[config.mk]
export PLATFORM = sky130hd
export DESIGN_NAME = key_matrix16x8_scanner
export DESIGN_NICKNAME = d
export VERILOG_FILES = /design/src/rtl/key_matrix16x8_scanner.sv
export SDC_FILE = /design/constraint.sdc
export NUM_CORES = 1
export LEC_CHECK = 0
export ABC_AREA = 0
export BUFFER_PORTS_ARGS = -buffer_cell sky130_fd_sc_hd__buf_2
export CELL_PAD_IN_SITES_DETAIL_PLACEMENT = 0
export CELL_PAD_IN_SITES_GLOBAL_PLACEMENT = 1
export CORE_UTILIZATION = 43
export CTS_BUF_LIST = sky130_fd_sc_hd__clkbuf_2
export CTS_CLUSTER_SIZE = 14
export DETAILED_ROUTE_END_ITERATION = 6
export PLACE_DENSITY_LB_ADDON = 0.1
export SYNTH_ARGS = -nofsm -noshare
export SYNTH_HDL_FRONTEND = slang
export SYNTH_SLANG_ARGS = --single-unit
[constraint.sdc]
create_clock -name clk -period 9.08 [get_ports clk]
set_clock_uncertainty 0.1 [all_clocks]
set_input_delay 1.816 -clock clk [delete_from_list [all_inputs] [get_ports clk]]
set_output_delay 1.816 -clock clk [all_outputs]
set_load 0.02 [all_outputs]
[src/rtl/key_matrix16x8_scanner.sv]
// 16x8 key matrix scanner: strobes rows one-hot, samples synchronized columns, publishes a 128-bit bitmap per scan.
// Optional frame-level debounce is compiled in with `define KEYSCAN_DEBOUNCE_EN.
module key_matrix16x8_scanner #(
  parameter int SETTLE_CYCLES   = 4,
  parameter int DEBOUNCE_FRAMES = 3
) (
  input  logic         clk,
  input  logic         rst,
  input  logic         scan_en,
  input  logic [15:0]  col_sense,
  output logic [7:0]   row_drive,
  output logic [127:0] keys,
  output logic         frame_done,
  output logic         changed
);

  localparam int CW = (SETTLE_CYCLES > 1) ? $clog2(SETTLE_CYCLES) : 1;

  generate
    if (SETTLE_CYCLES < 3) begin : g_bad_settle
      $error("SETTLE_CYCLES must be at least 3");
    end
    if (DEBOUNCE_FRAMES < 2 || DEBOUNCE_FRAMES > 15) begin : g_bad_debounce
      $error("DEBOUNCE_FRAMES must be within 2..15");
    end
  endgenerate

  typedef enum logic [1:0] {IDLE, DRIVE, FRAME_END} state_t;

  state_t         state_reg;
  logic [2:0]     row_idx_reg;
  logic [CW-1:0]  settle_cnt_reg;
  logic [15:0]    sync1_reg;
  logic [15:0]    col_sync_reg;
  logic [127:0]   frame_raw;
  logic           settle_done;
  logic           frame_commit;
  logic           publish;

  assign settle_done  = (settle_cnt_reg == CW'(SETTLE_CYCLES - 1));
  assign frame_commit = (state_reg == DRIVE) && settle_done && (row_idx_reg == 3'd7);

  always_ff @(posedge clk or posedge rst) begin
    if (rst) begin
      sync1_reg    <= '0;
      col_sync_reg <= '0;
    end else begin
      sync1_reg    <= col_sense;
      col_sync_reg <= sync1_reg;
    end
  end

  // Rows 0..6 are buffered; row 7 is taken straight from the synchronizer on the
  // commit edge so the finished frame is visible together with frame_done.
  genvar gi;
  generate
    for (gi = 0; gi < 7; gi++) begin : g_row_buf
      logic [15:0] row_reg;
      always_ff @(posedge clk or posedge rst) begin
        if (rst) begin
          row_reg <= '0;
        end else if (state_reg == DRIVE && settle_done && row_idx_reg == 3'(gi)) begin
          row_reg <= col_sync_reg;
        end
      end
      assign frame_raw[127-16*gi -: 16] = row_reg;
    end
  endgenerate
  assign frame_raw[15:0] = col_sync_reg;

`ifdef KEYSCAN_DEBOUNCE_EN
  logic [127:0] prev_raw_reg;
  logic [3:0]   stable_cnt_reg;
  logic [3:0]   stable_cnt_next;

  always_comb begin
    stable_cnt_next = 4'd1;
    if (frame_raw == prev_raw_reg) begin
      stable_cnt_next = (stable_cnt_reg == 4'hF) ? 4'hF : stable_cnt_reg + 4'd1;
    end
  end

  // Equality (not >=) so a long-stable frame is published exactly once.
  assign publish = (stable_cnt_next == 4'(DEBOUNCE_FRAMES));

  always_ff @(posedge clk or posedge rst) begin
    if (rst) begin
      prev_raw_reg   <= '0;
      stable_cnt_reg <= '0;
    end else if (frame_commit) begin
      prev_raw_reg   <= frame_raw;
      stable_cnt_reg <= stable_cnt_next;
    end
  end
`else
  assign publish = 1'b1;
`endif

  always_ff @(posedge clk or posedge rst) begin
    if (rst) begin
      state_reg      <= IDLE;
      row_idx_reg    <= '0;
      settle_cnt_reg <= '0;
      row_drive      <= '0;
      keys           <= '0;
      frame_done     <= 1'b0;
      changed        <= 1'b0;
    end else begin
      frame_done <= 1'b0;
      changed    <= 1'b0;
      case (state_reg)
        IDLE: begin
          row_drive <= '0;
          if (scan_en) begin
            state_reg      <= DRIVE;
            row_idx_reg    <= '0;
            settle_cnt_reg <= '0;
            row_drive      <= 8'h01;
          end
        end
        DRIVE: begin
          if (settle_done) begin
            if (row_idx_reg != 3'd7) begin
              row_idx_reg    <= row_idx_reg + 3'd1;
              settle_cnt_reg <= '0;
              row_drive      <= 8'h01 << (row_idx_reg + 3'd1);
            end else begin
              state_reg  <= FRAME_END;
              row_drive  <= '0;
              frame_done <= 1'b1;
              if (publish) begin
                keys    <= frame_raw;
                changed <= (frame_raw != keys);
              end
            end
          end else begin
            settle_cnt_reg <= settle_cnt_reg + CW'(1);
          end
        end
        FRAME_END: begin
          row_idx_reg    <= '0;
          settle_cnt_reg <= '0;
          if (scan_en) begin
            state_reg <= DRIVE;
            row_drive <= 8'h01;
          end else begin
            state_reg <= IDLE;
            row_drive <= '0;
          end
        end
        default: begin
          state_reg <= IDLE;
          row_drive <= '0;
        end
      endcase
    end
  end

endmodule

==> results of run 1 <==
==> stage by stage <==
stage	std cells	cell area [um2]	utilization [%]	setup slack (ns)	power [mW]
floorplan	1088	12200	-	3.33	3.38
global placement	1573	13300	47.6	5.22	3.97
detailed placement	1573	13300	47.6	5.24	4.01
CTS	1703	14000	50.2	5.26	4.98
global route	1704	14000	50.2	4.98	5.28
finish	1704	14000	50.2	5.33	4.92
==> worst max-delay path by stage <==
stage                     cells past startpoint  slack, ns                              endpoint                          start
after floorplan                               1       3.33                     changed$_DFF_PP0_                            rst
after detailed placement                      4       5.24  g_row_buf[1].row_reg[15]$_DFFE_PP0P_                            rst
after global placement                        4       5.22                 keys[121]$_DFFE_PP0P_                            rst
after CTS                                     7       5.26                 keys[108]$_DFFE_PP0P_  settle_cnt_reg[1]$_DFFE_PP0P_
final                                         7       5.33                 keys[108]$_DFFE_PP0P_  settle_cnt_reg[1]$_DFFE_PP0P_
after global routing                          7       4.98                 keys[108]$_DFFE_PP0P_  settle_cnt_reg[0]$_DFFE_PP0P_
==> area by class of cell <==
cell class	instances	area, um2
Antenna cell	1	2.50
Clock buffer	112	561
Clock inverter	18	160
Fill cell	2627	13900
Inverter	7	32.5
Multi-Input combinational cell	735	4680
Sequential cell	289	7230
Tap cell	378	473
Timing Repair Buffer	164	853
==> per-layer routing <==
metal | global-route usage, % | share of wire, % | wire length (um) | vias to the layer above
met5 | 0 | 0 | 0 | -
met3 | 5.14 | 4.2 | 1380 | 61
met2 | 35.0 | 45 | 14800 | 211
li1 | - | - | - | 3927
met4 | 7.60 | 2.2 | 708 | 0
met1 | 33.5 | 49 | 15900 | 4077
==> cells in the final DEF, fill, tap and decap left out, drive strengths merged <==
master	n
a21oi	10
nor3b	1
and3b	1
and2	1
xor2	128
clkinvlp	3
mux2	112
o31ai	1
bufinv	3
nor2	3
clkinv	12
buf	164
o21ai	5
clkbuf	112
nand2	395
nand3	10
dfrtp	289
inv	7
a32o	1
o211ai	2
nor2b	2
ha	8
nand4	8
nand2b	10
o22ai	1
a31oi	1
nor4	34
a22o	1
diode	1
==> worst max-delay path, stage by stage, from the launching register on <==
cell and delay [ns]:
dfrtp_1 0.38, ha_1 0.51, and3b_1 0.47, nand2_4 0.40, inv_4 0.71, buf_4 0.77, nand2_1 0.13, nand2_1 0.09
==> power by group <==
part           internal, mW  total (mW)  switching [mW]
Combinational         0.738        1.67           0.933
Sequential             1.77        2.30           0.526
Clock                 0.413       0.957           0.544
Total                  2.92        4.92            2.00
==> logic make-up after synthesis <==
| logic type | share of synthesized area [%] |
|---|---|
| xor+xnor | 9.19 |
| flops | 59.3 |
| mux | 11.3 |
| compound gates | 1.06 |
| buf+inv | 2.49 |
| fa+ha+maj | 0.820 |
| simple gates | 15.9 |
==> results by group, run 1 <==
Place
  • Gpl congestion: about 0.75
  • DP HPWL: 20700 um
  • Port bufs: between 150 and 200

GRT
  • Grt ovf: 0
  • Global-route wire length before repair: between 40000 and 50000 um
  • Number of global-route vias before repair: about 8300
  • Initial antenna violation count: 1
  • GRT Util Overall: about a quarter
  • Largest net degree at the start of global routing: between 150 and 200

STA
  • Fmax: between 0.2 and 0.3 GHz
  • Pins Over Slew Limit: 0
  • Worst-margin pin slew: 1.05 ns
  • Hold Violations, Final: 0
  • Hold WS: 0.233 ns
  • # setup viols final: 0
  • Final min period: about 3.8 ns
  • Final setup TNS: 0 ns
  • Slew HR: 29.1%
  • RSZ-0062 raised after global routing: false
  • Crit share post-route: just over 40%

Route
  • Via count: 8276
  • Routed wire per std cell: ~19 um
  • Vias per cell: just under 5
  • Drt pass-1 iters: 4
  • Final wirelength: approximately 33000 um
  • Post-route ant nets: 0
  • DRT iter0 DRCs: 492
  • DRC: 0

Die
  • Row count: 61
  • Core ar.: roughly 0.028 mm2
  • Top-Level Pins: around 160
  • Die footprint: 0.0291 mm2
  • Die W: 170 um
  • Die Ht: between 150 and 200 um
  • Initial Utilization: between 40% and 50%

Setup path
  • Reg2Reg Setup Slack: between 5 and 6 ns
  • Worst R2R End: keys[108]$_DFFE_PP0P_
  • Worst path arrival time: between 4 and 5 ns
  • CP Max Fanout: 68
  • Kind of critical path: reg -> reg
  • Reg2reg path depth: 7
  • Worst setup EP type: flop
  • Worst r2r src: settle_cnt_reg[1]$_DFFE_PP0P_
  • Required @ worst endpoint: 9.73 ns
  • Startpoint class of the critical path: flop

Clocking
  • CTS Sinks: approximately 290
  • CTS resizes: 0
  • Post-CTS setup buffers: 0
  • Depth of the CTS H-tree: 3
  • Clock transition at the registers of the reported paths: around 0.080 ns
  • CTS tree: yes
  • Clk Latency, worst-skew pair: approximately 0.87 ns
  • CTS root buf: clkbuf_2
  • Buffer depth of the longest clock path: 3
  • Hold Buf Count CTS: 0
  • TritonCTS Buffers: between 80 and 90

Layout
  • # nets final: around 1300
  • Layout cells sized above 1: between 30% and 40%
  • Area Overhead vs Synth: 14.6%
  • Number of flip-flops under the largest register name: around 130

Power
  • Leak: around 7.6 nW
  • P per Cell Area: 352 mW/mm2
  • Worst vdd ir: approximately 0.15 mV

Synthesis
  • Number of synthesized flops with an enable pin: 0
  • Asr flop ratio synth: between 90% and 100%
  • Count leader, synth: nand2_1
  • Synth top cells by count: nand2_1, dfrtp_1, xor2_1
  • Synthesized area: 0.0122 mm2
  • Top post-synthesis cells by area: dfrtp_1, nand2_1, xor2_1, mux2_2, mux2_4
  • Top-area cell type share of the netlist area: roughly three fifths
  • Syn nets: ~1100
  • Yosys Warn Count: 0
  • Register area share after synthesis: 59.3%
  • Count of cell types in the netlist: 30
  • Syn avg cell area: roughly 11 um2
  • Syn Inst Count: around 1100
  • Yosys reg bits: roughly 290
  • Post-synth top area cell: dfrtp_1
  • Top_reg_cell synth: dfrtp_1

Worst hold path
  • Hold path cells: 0
  • Worst hold path endpoint: col_sync_reg[0]$_DFF_PP0_
  • HP Class: reg -> reg
  • Min-delay src: sync1_reg[0]$_DFF_PP0_

Flow run
  • Max-cap violations: 0

Status
  • Outcome: finished clean
No activity file was read; power rests on OpenSTA's default activity.
==> inputs of run 2 (changes only) <==
Clock period 9.08 ns to 3.29 ns, I/O delays scaled along.
==> run 2 against run 1 <==
- first-iteration DRC count down 0.81%
- worst hold slack worse by 0.16 ns
- design area rose by 1.8%
- highest routed layer unchanged
- power rose to 2.7 times the previous value
==> results by group, run 2 (synthesis results as in run 1) <==
Die
  • Die W: roughly 170 um
  • Die footprint: 0.0291 mm2
  • Initial Utilization: a little over two fifths
  • Row count: between 60 and 70
  • Core ar.: around 0.028 mm2
  • Top-Level Pins: 157
  • Die Ht: ~170 um

STA
  • Pins Over Slew Limit: 0
  • Worst-margin pin slew: between 0.8 and 0.9 ns
  • Final worst-path setup slack: around 0.68 ns
  • RSZ-0062 raised after global routing: false
  • # setup viols final: 0
  • Crit share post-route: between 70% and 80%
  • Slew HR: between 30% and 40%
  • Final min period: around 2.6 ns
  • Hold Violations, Final: 0
  • Fmax: between 0.3 and 0.4 GHz

Setup path
  • Worst path arrival time: around 3.2 ns
  • Reg2Reg Setup Slack: between 0.6 and 0.7 ns
  • Worst R2R End: g_row_buf[3].row_reg[3]$_DFFE_PP0P_
  • Reg2reg path depth: 4
  • Startpoint class of the critical path: flop
  • Kind of critical path: reg -> reg
  • Worst setup EP type: flop
  • CP Max Fanout: 19
  • Worst r2r src: settle_cnt_reg[0]$_DFFE_PP0P_
  • Required @ worst endpoint: roughly 3.9 ns

Place
  • Placement Setup Slack: 0.661 ns
  • DP HPWL: 21900 um
  • Placed cell count: approximately 1600
  • Port bufs: 156
  • Gpl congestion: between 0.7 and 0.8

Route
  • Final wirelength: between 30000 and 40000 um
  • Drt pass-1 iters: 4
  • DRT iter0 DRCs: 488
  • Vias per cell: approximately 4.9
  • Post-route ant nets: 0
  • DRC: 0
  • Routed wire per std cell: between 15 and 20 um
  • Via count: 8472

Worst hold path
  • HP Class: in -> reg
  • Hold path cells: 3
  • Worst hold path endpoint: state_reg[0]$_DFFE_PP0P_
  • Min-delay src: scan_en

Clocking
  • Depth of the CTS H-tree: 3
  • Buffer depth of the longest clock path: 3
  • Clock transition at the registers of the reported paths: ~0.090 ns
  • CTS resizes: 0
  • Clk Latency, worst-skew pair: approximately 0.86 ns
  • TritonCTS Buffers: between 70 and 80
  • CTS root buf: clkbuf_2
  • CTS tree: yes
  • CTS Sinks: approximately 290

Layout
  • Commonest non-fill, non-tap cell in the layout: nand2_1
  • Most frequent cells in the layout: nand2_1, dfrtp_1, buf_2
  • Layout cells sized above 1: 30.5%
  • # nets final: 1331
  • Post-route insts no fill: about 1700
  • Area Overhead vs Synth: 16.7%
  • Number of flip-flops under the largest register name: 128

Power
  • Leak: 7.69 nW
  • Power Total: roughly 13 mW
  • Worst vdd ir: between 0.3 and 0.4 mV
  • P per Cell Area: about 940 mW/mm2

GRT
  • Global-route wire length before repair: about 50000 um
  • Initial antenna violation count: 2
  • Number of global-route vias before repair: 8361
  • Largest net degree at the start of global routing: about 120
  • Grt ovf: 0
  • GRT Util Overall: about a quarter

Status
  • Outcome: finished clean

Flow run
  • Max-cap violations: 0
==> run 2: worst max path at each step <==
stage	start	end	cells after the start	slack, ns
floorplan	rst	changed$_DFF_PP0_	1	-1.30
global placement	settle_cnt_reg[0]$_DFFE_PP0P_	g_row_buf[3].row_reg[9]$_DFFE_PP0P_	4	0.73
detailed placement	settle_cnt_reg[0]$_DFFE_PP0P_	g_row_buf[3].row_reg[9]$_DFFE_PP0P_	4	0.66
CTS	settle_cnt_reg[0]$_DFFE_PP0P_	g_row_buf[3].row_reg[5]$_DFFE_PP0P_	4	0.66
global route	settle_cnt_reg[0]$_DFFE_PP0P_	g_row_buf[3].row_reg[14]$_DFFE_PP0P_	4	0.48
finish	settle_cnt_reg[0]$_DFFE_PP0P_	g_row_buf[3].row_reg[3]$_DFFE_PP0P_	4	0.68
==> run 2: worst max-delay path, stage by stage (launching register included) <==
cell     delay (ns)
dfrtp_1        0.39
ha_1           0.51
and3b_1        0.49
nand2_1        0.54
mux2_2         0.46
==> run 2: repair_timing <==
item                                   in CTS  in global routing
setup buffers                               0                  0
endpoints found under the hold margin     237                  0
hold buffers                               17                  0
==> run 2: stage by stage <==
stage	area [um2]	setup TNS, ns	hold slack (ns)	utilization (%)
2_1_floorplan	12200	-376.05	0.231	-
3_3_place_gp	13400	0	0.232	48.2
3_5_place_dp	13400	0	0.235	48.2
4_1_cts	14200	0	0.00884	51.1
5_1_grt	14200	0	0.0148	51.1
6_report	14200	0	0.0723	51.1
==> run 2: power breakdown <==
part | switching [mW] | leakage, nW | internal (mW)
Combinational | 2.67 | 3.61 | 2.08
Sequential | 1.43 | 3.56 | 4.89
Clock | 1.47 | 0.516 | 0.899
==> run 2: layer usage <==
layer	global-route usage [%]	part of all wire, %	vias up
li1	-	-	3982
met1	34.4	48	4223
met2	35.8	45	230
met3	5.07	4.9	37
met4	7.05	1.4	0
met5	0	0	-
==> run 2: cell type report <==
class	count	area (um2)
tap	378	473
sequential	289	7230
multi-input combinational	735	4680
clock buffer	110	551
inverter	7	32.5
antenna	1	2.50
clock inverter	26	100
timing repair buffer	193	1180
fill	2605	13600
==> inputs of run 3 (changes only) <==
Settings changed: ABC_AREA 0 to 1, CORE_UTILIZATION 43 to 41.
Clock period 3.29 ns to 2.3 ns, I/O delays scaled along.
==> run 3 against run 2 <==
- the flow now finishes with violations (design-rule violations)
- combinational power increased by 63%
- flip-flop and latch count unchanged
- worst setup slack worse by 0.44 ns
- worst hold slack improved by 0.069 ns
- non-clock buffer count up 20
- synthesized cell count increased by 43%
- routed wire length increased by 4.5%
- utilization shrank 2.0 points
- synthesized area rose by 6.0%
- final cell count increased by 28%
- largest cell class unchanged
==> results by group, run 3 <==
Status
  • Outcome: finished, violations left
  • Failing checks: design-rule violations

Layout
  • Layout cells sized above 1: a little under a fifth
  • Number of fill cells: 3089
  • Area Overhead vs Synth: 17.1%
  • Most frequent cells in the layout: nand2_1, dfrtp_1, inv_1
  • Commonest non-fill, non-tap cell in the layout: nand2_1
  • Number of flip-flops under the largest register name: around 130
  • # nets final: ~1800
  • Post-route insts no fill: roughly 2200

GRT
  • Grt ovf: 0
  • Global-route wire length before repair: around 55000 um
  • Initial antenna violation count: 2
  • GRT Util Overall: roughly 22%
  • Number of global-route vias before repair: 9796
  • Largest net degree at the start of global routing: 59

Clocking
  • Clk Latency, worst-skew pair: 0.86 ns
  • CTS tree: yes
  • Post-CTS setup buffers: 0
  • CTS Sinks: 289
  • TritonCTS Buffers: 79
  • CTS root buf: clkbuf_2
  • CTS resizes: 0
  • Clock transition at the registers of the reported paths: 0.09 ns
  • Buffer depth of the longest clock path: 3
  • Depth of the CTS H-tree: 3
  • Hold Buf Count CTS: 18

Setup path
  • Startpoint class of the critical path: flop
  • Kind of critical path: reg -> out
  • Worst setup EP type: primary output
  • Required @ worst endpoint: around 1.7 ns
  • CP Max Fanout: 3
  • CP peak stage delay: 0.46 ns
  • Critical path, cell by cell: buf_2
  • Delay-heaviest family, CP: flip-flops
  • Worst path arrival time: 1.51 ns
  • Slowest CP cell: dfrtp_1
  • CP Buf/Inv Count: 1

Route
  • Drt pass-1 iters: 7
  • Vias per cell: between 4 and 5
  • Via count: 10206
  • Routed wire per std cell: 15.5 um
  • Post-route ant nets: 0
  • DRC: 10
  • Final wirelength: roughly 35000 um
  • DRT iter0 DRCs: between 500 and 600

Synthesis
  • Top post-synthesis cells by area: dfrtp_1, nand2_1, inv_1, o21ai_0, o21ai_1
  • Syn nets: about 1600
  • Yosys Warn Count: 0
  • Mux cell area share after synthesis: 0%
  • Asr flop ratio synth: between 90% and 100%
  • Synth top cells by count: nand2_1, dfrtp_1, inv_1
  • Number of synthesized flops with an enable pin: 0
  • Complex-gate fraction of the synthesized area: 10.3%
  • Syn Inst Count: about 1600
  • Top_reg_cell synth: dfrtp_1
  • Count of cell types in the netlist: 24
  • Count leader, synth: nand2_1
  • Yosys reg bits: ~290
  • Top-area cell type share of the netlist area: between 50% and 60%
  • Syn avg cell area: slightly above 8 um2
  • Register area share after synthesis: ~56%
  • Simple-gate portion of the synthesized area: between 20% and 30%
  • Post-synth top area cell: dfrtp_1
  • Adder-Cell Fraction of Synth Area: less than 1%
  • Synthesized area: approximately 0.013 mm2
  • Largest family of logic cells by synthesized area: simple AND/OR/NAND/NOR gates
  • Synth Area in XOR/XNOR: approximately 2.8%

STA
  • Worst-margin pin slew: about 0.68 ns
  • Crit share post-route: 89.8%
  • Hold Violations, Final: 0
  • Slew HR: between 50 and 60%
  • Final setup TNS: 0 ns
  • Fmax: between 0.4 and 0.5 GHz
  • Pins Over Slew Limit: 0
  • Final min period: roughly 2.1 ns
  • RSZ-0062 raised after global routing: false
  • # setup viols final: 0

Die
  • Initial Utilization: around two fifths
  • Die Ht: 180 um
  • Die W: approximately 180 um
  • Core ar.: roughly 0.031 mm2
  • Top-Level Pins: approximately 160
  • Die footprint: around 0.032 mm2
  • Row count: 64

Place
  • Placed cell count: ~2100
  • Gpl congestion: between 0.7 and 0.8
  • Port bufs: around 160
  • DP HPWL: roughly 24000 um

Power
  • P per Cell Area: 1300 mW/mm2
  • NetSw: about 8.6 mW
  • Worst vdd ir: ~0.48 mV
  • Combinational Power Share: about two fifths
  • Leak: roughly 8.1 nW
  • Clock power frac: between 10% and 20%
  • Switching share of power: a little over two fifths
  • Flop pwr share: roughly 43%
  • Internal power: between 10 and 15 mW

Worst hold path
  • HP Class: in -> reg

Flow run
  • Max-cap violations: 0
[run 3: changes by cell type after synthesis, sizes merged, moves of 22 or more]
cell and delta:
xor2 -86, nor4 -33, inv +223, nor2 +89, buf +22, mux2 -112, o21ai +242, nand2 +167
[run 3: stage by stage]
stage	utilization (%)	worst slack (ns)	hold WS [ns]	instance area [um2]	total power, mW
2_1_floorplan	-	-2.09	0.231	12900	13.9
3_3_place_gp	46.4	0.375	0.236	14300	16.3
3_5_place_dp	46.4	0.329	0.240	14300	16.4
4_1_cts	49.1	0.171	0.0487	15100	20.1
5_1_grt	49.1	0.101	0.0754	15200	21.6
6_report	49.1	0.235	0.142	15200	19.8
[run 3: path summary, 6_finish.rpt]
check                                                start                       endpoint  slack (ns)  depth (start not counted)
worst max-delay path                 keys[122]$_DFFE_PP0P_                      keys[122]        0.23                          1
worst min-delay path                          col_sense[7]         sync1_reg[7]$_DFF_PP0_        0.14                          2
worst max register to register  row_idx_reg[0]$_DFFE_PP0P_           keys[84]$_DFFE_PP0P_        0.28                          8
worst min register to register     sync1_reg[11]$_DFF_PP0_     col_sync_reg[11]$_DFF_PP0_        0.25                          0
max in group asynchronous                              rst          keys[119]$_DFFE_PP0P_        1.19                          4
min in group asynchronous                              rst  settle_cnt_reg[1]$_DFFE_PP0P_        0.16                          3
[run 3: metal layers]
layer | GRT usage, % | vias up | part of all wire (%)
met3 | 6.10 | 63 | 6.6
met5 | 0 | - | 0.046
met1 | 30.4 | 4675 | 46
met4 | 7.28 | 2 | 2.3
met2 | 34.1 | 247 | 45
li1 | - | 5219 | -
[run 3: cell type report]
class	count	area, um2	share of cell area [%]
Timing Repair Buffer	213	1430	9.43
Sequential cell	289	7230	47.7
Inverter	231	887	5.85
Clock inverter	14	80.1	0.528
Multi-Input combinational cell	970	4430	29.2
Clock buffer	119	596	3.93
Antenna cell	1	2.50	0.0165
Tap cell	396	495	3.27
[run 3: cell families after synthesis]
family                   after synthesis
AO/OA/AOI/OAI                        253
XOR/XNOR                              42
adder cells (fa/ha/maj)                8
buffers and inverters                297
flip-flops                           289
AND/OR/NAND/NOR                      667
[run 3: power by group through the flow]
stage / logic, mW / clock network [mW] / registers (mW)
finish: 7.75 / 3.56 / 8.45
global route: 8.90 / 3.99 / 8.75
CTS: 7.89 / 3.73 / 8.48
detailed placement: 7.84 / 0 / 8.57
global placement: 7.73 / 0 / 8.52
floorplan: 4.60 / 0 / 9.28
[run 3: worst register-to-register path, stage by stage, from the launching register on]
cell and delay [ns]:
dfrtp_1 0.42, ha_1 0.24, ha_1 0.20, inv_1 0.11
nor2_4 0.07, nand2_8 0.27, buf_4 0.35, nand2_1 0.08
o21ai_1 0.08
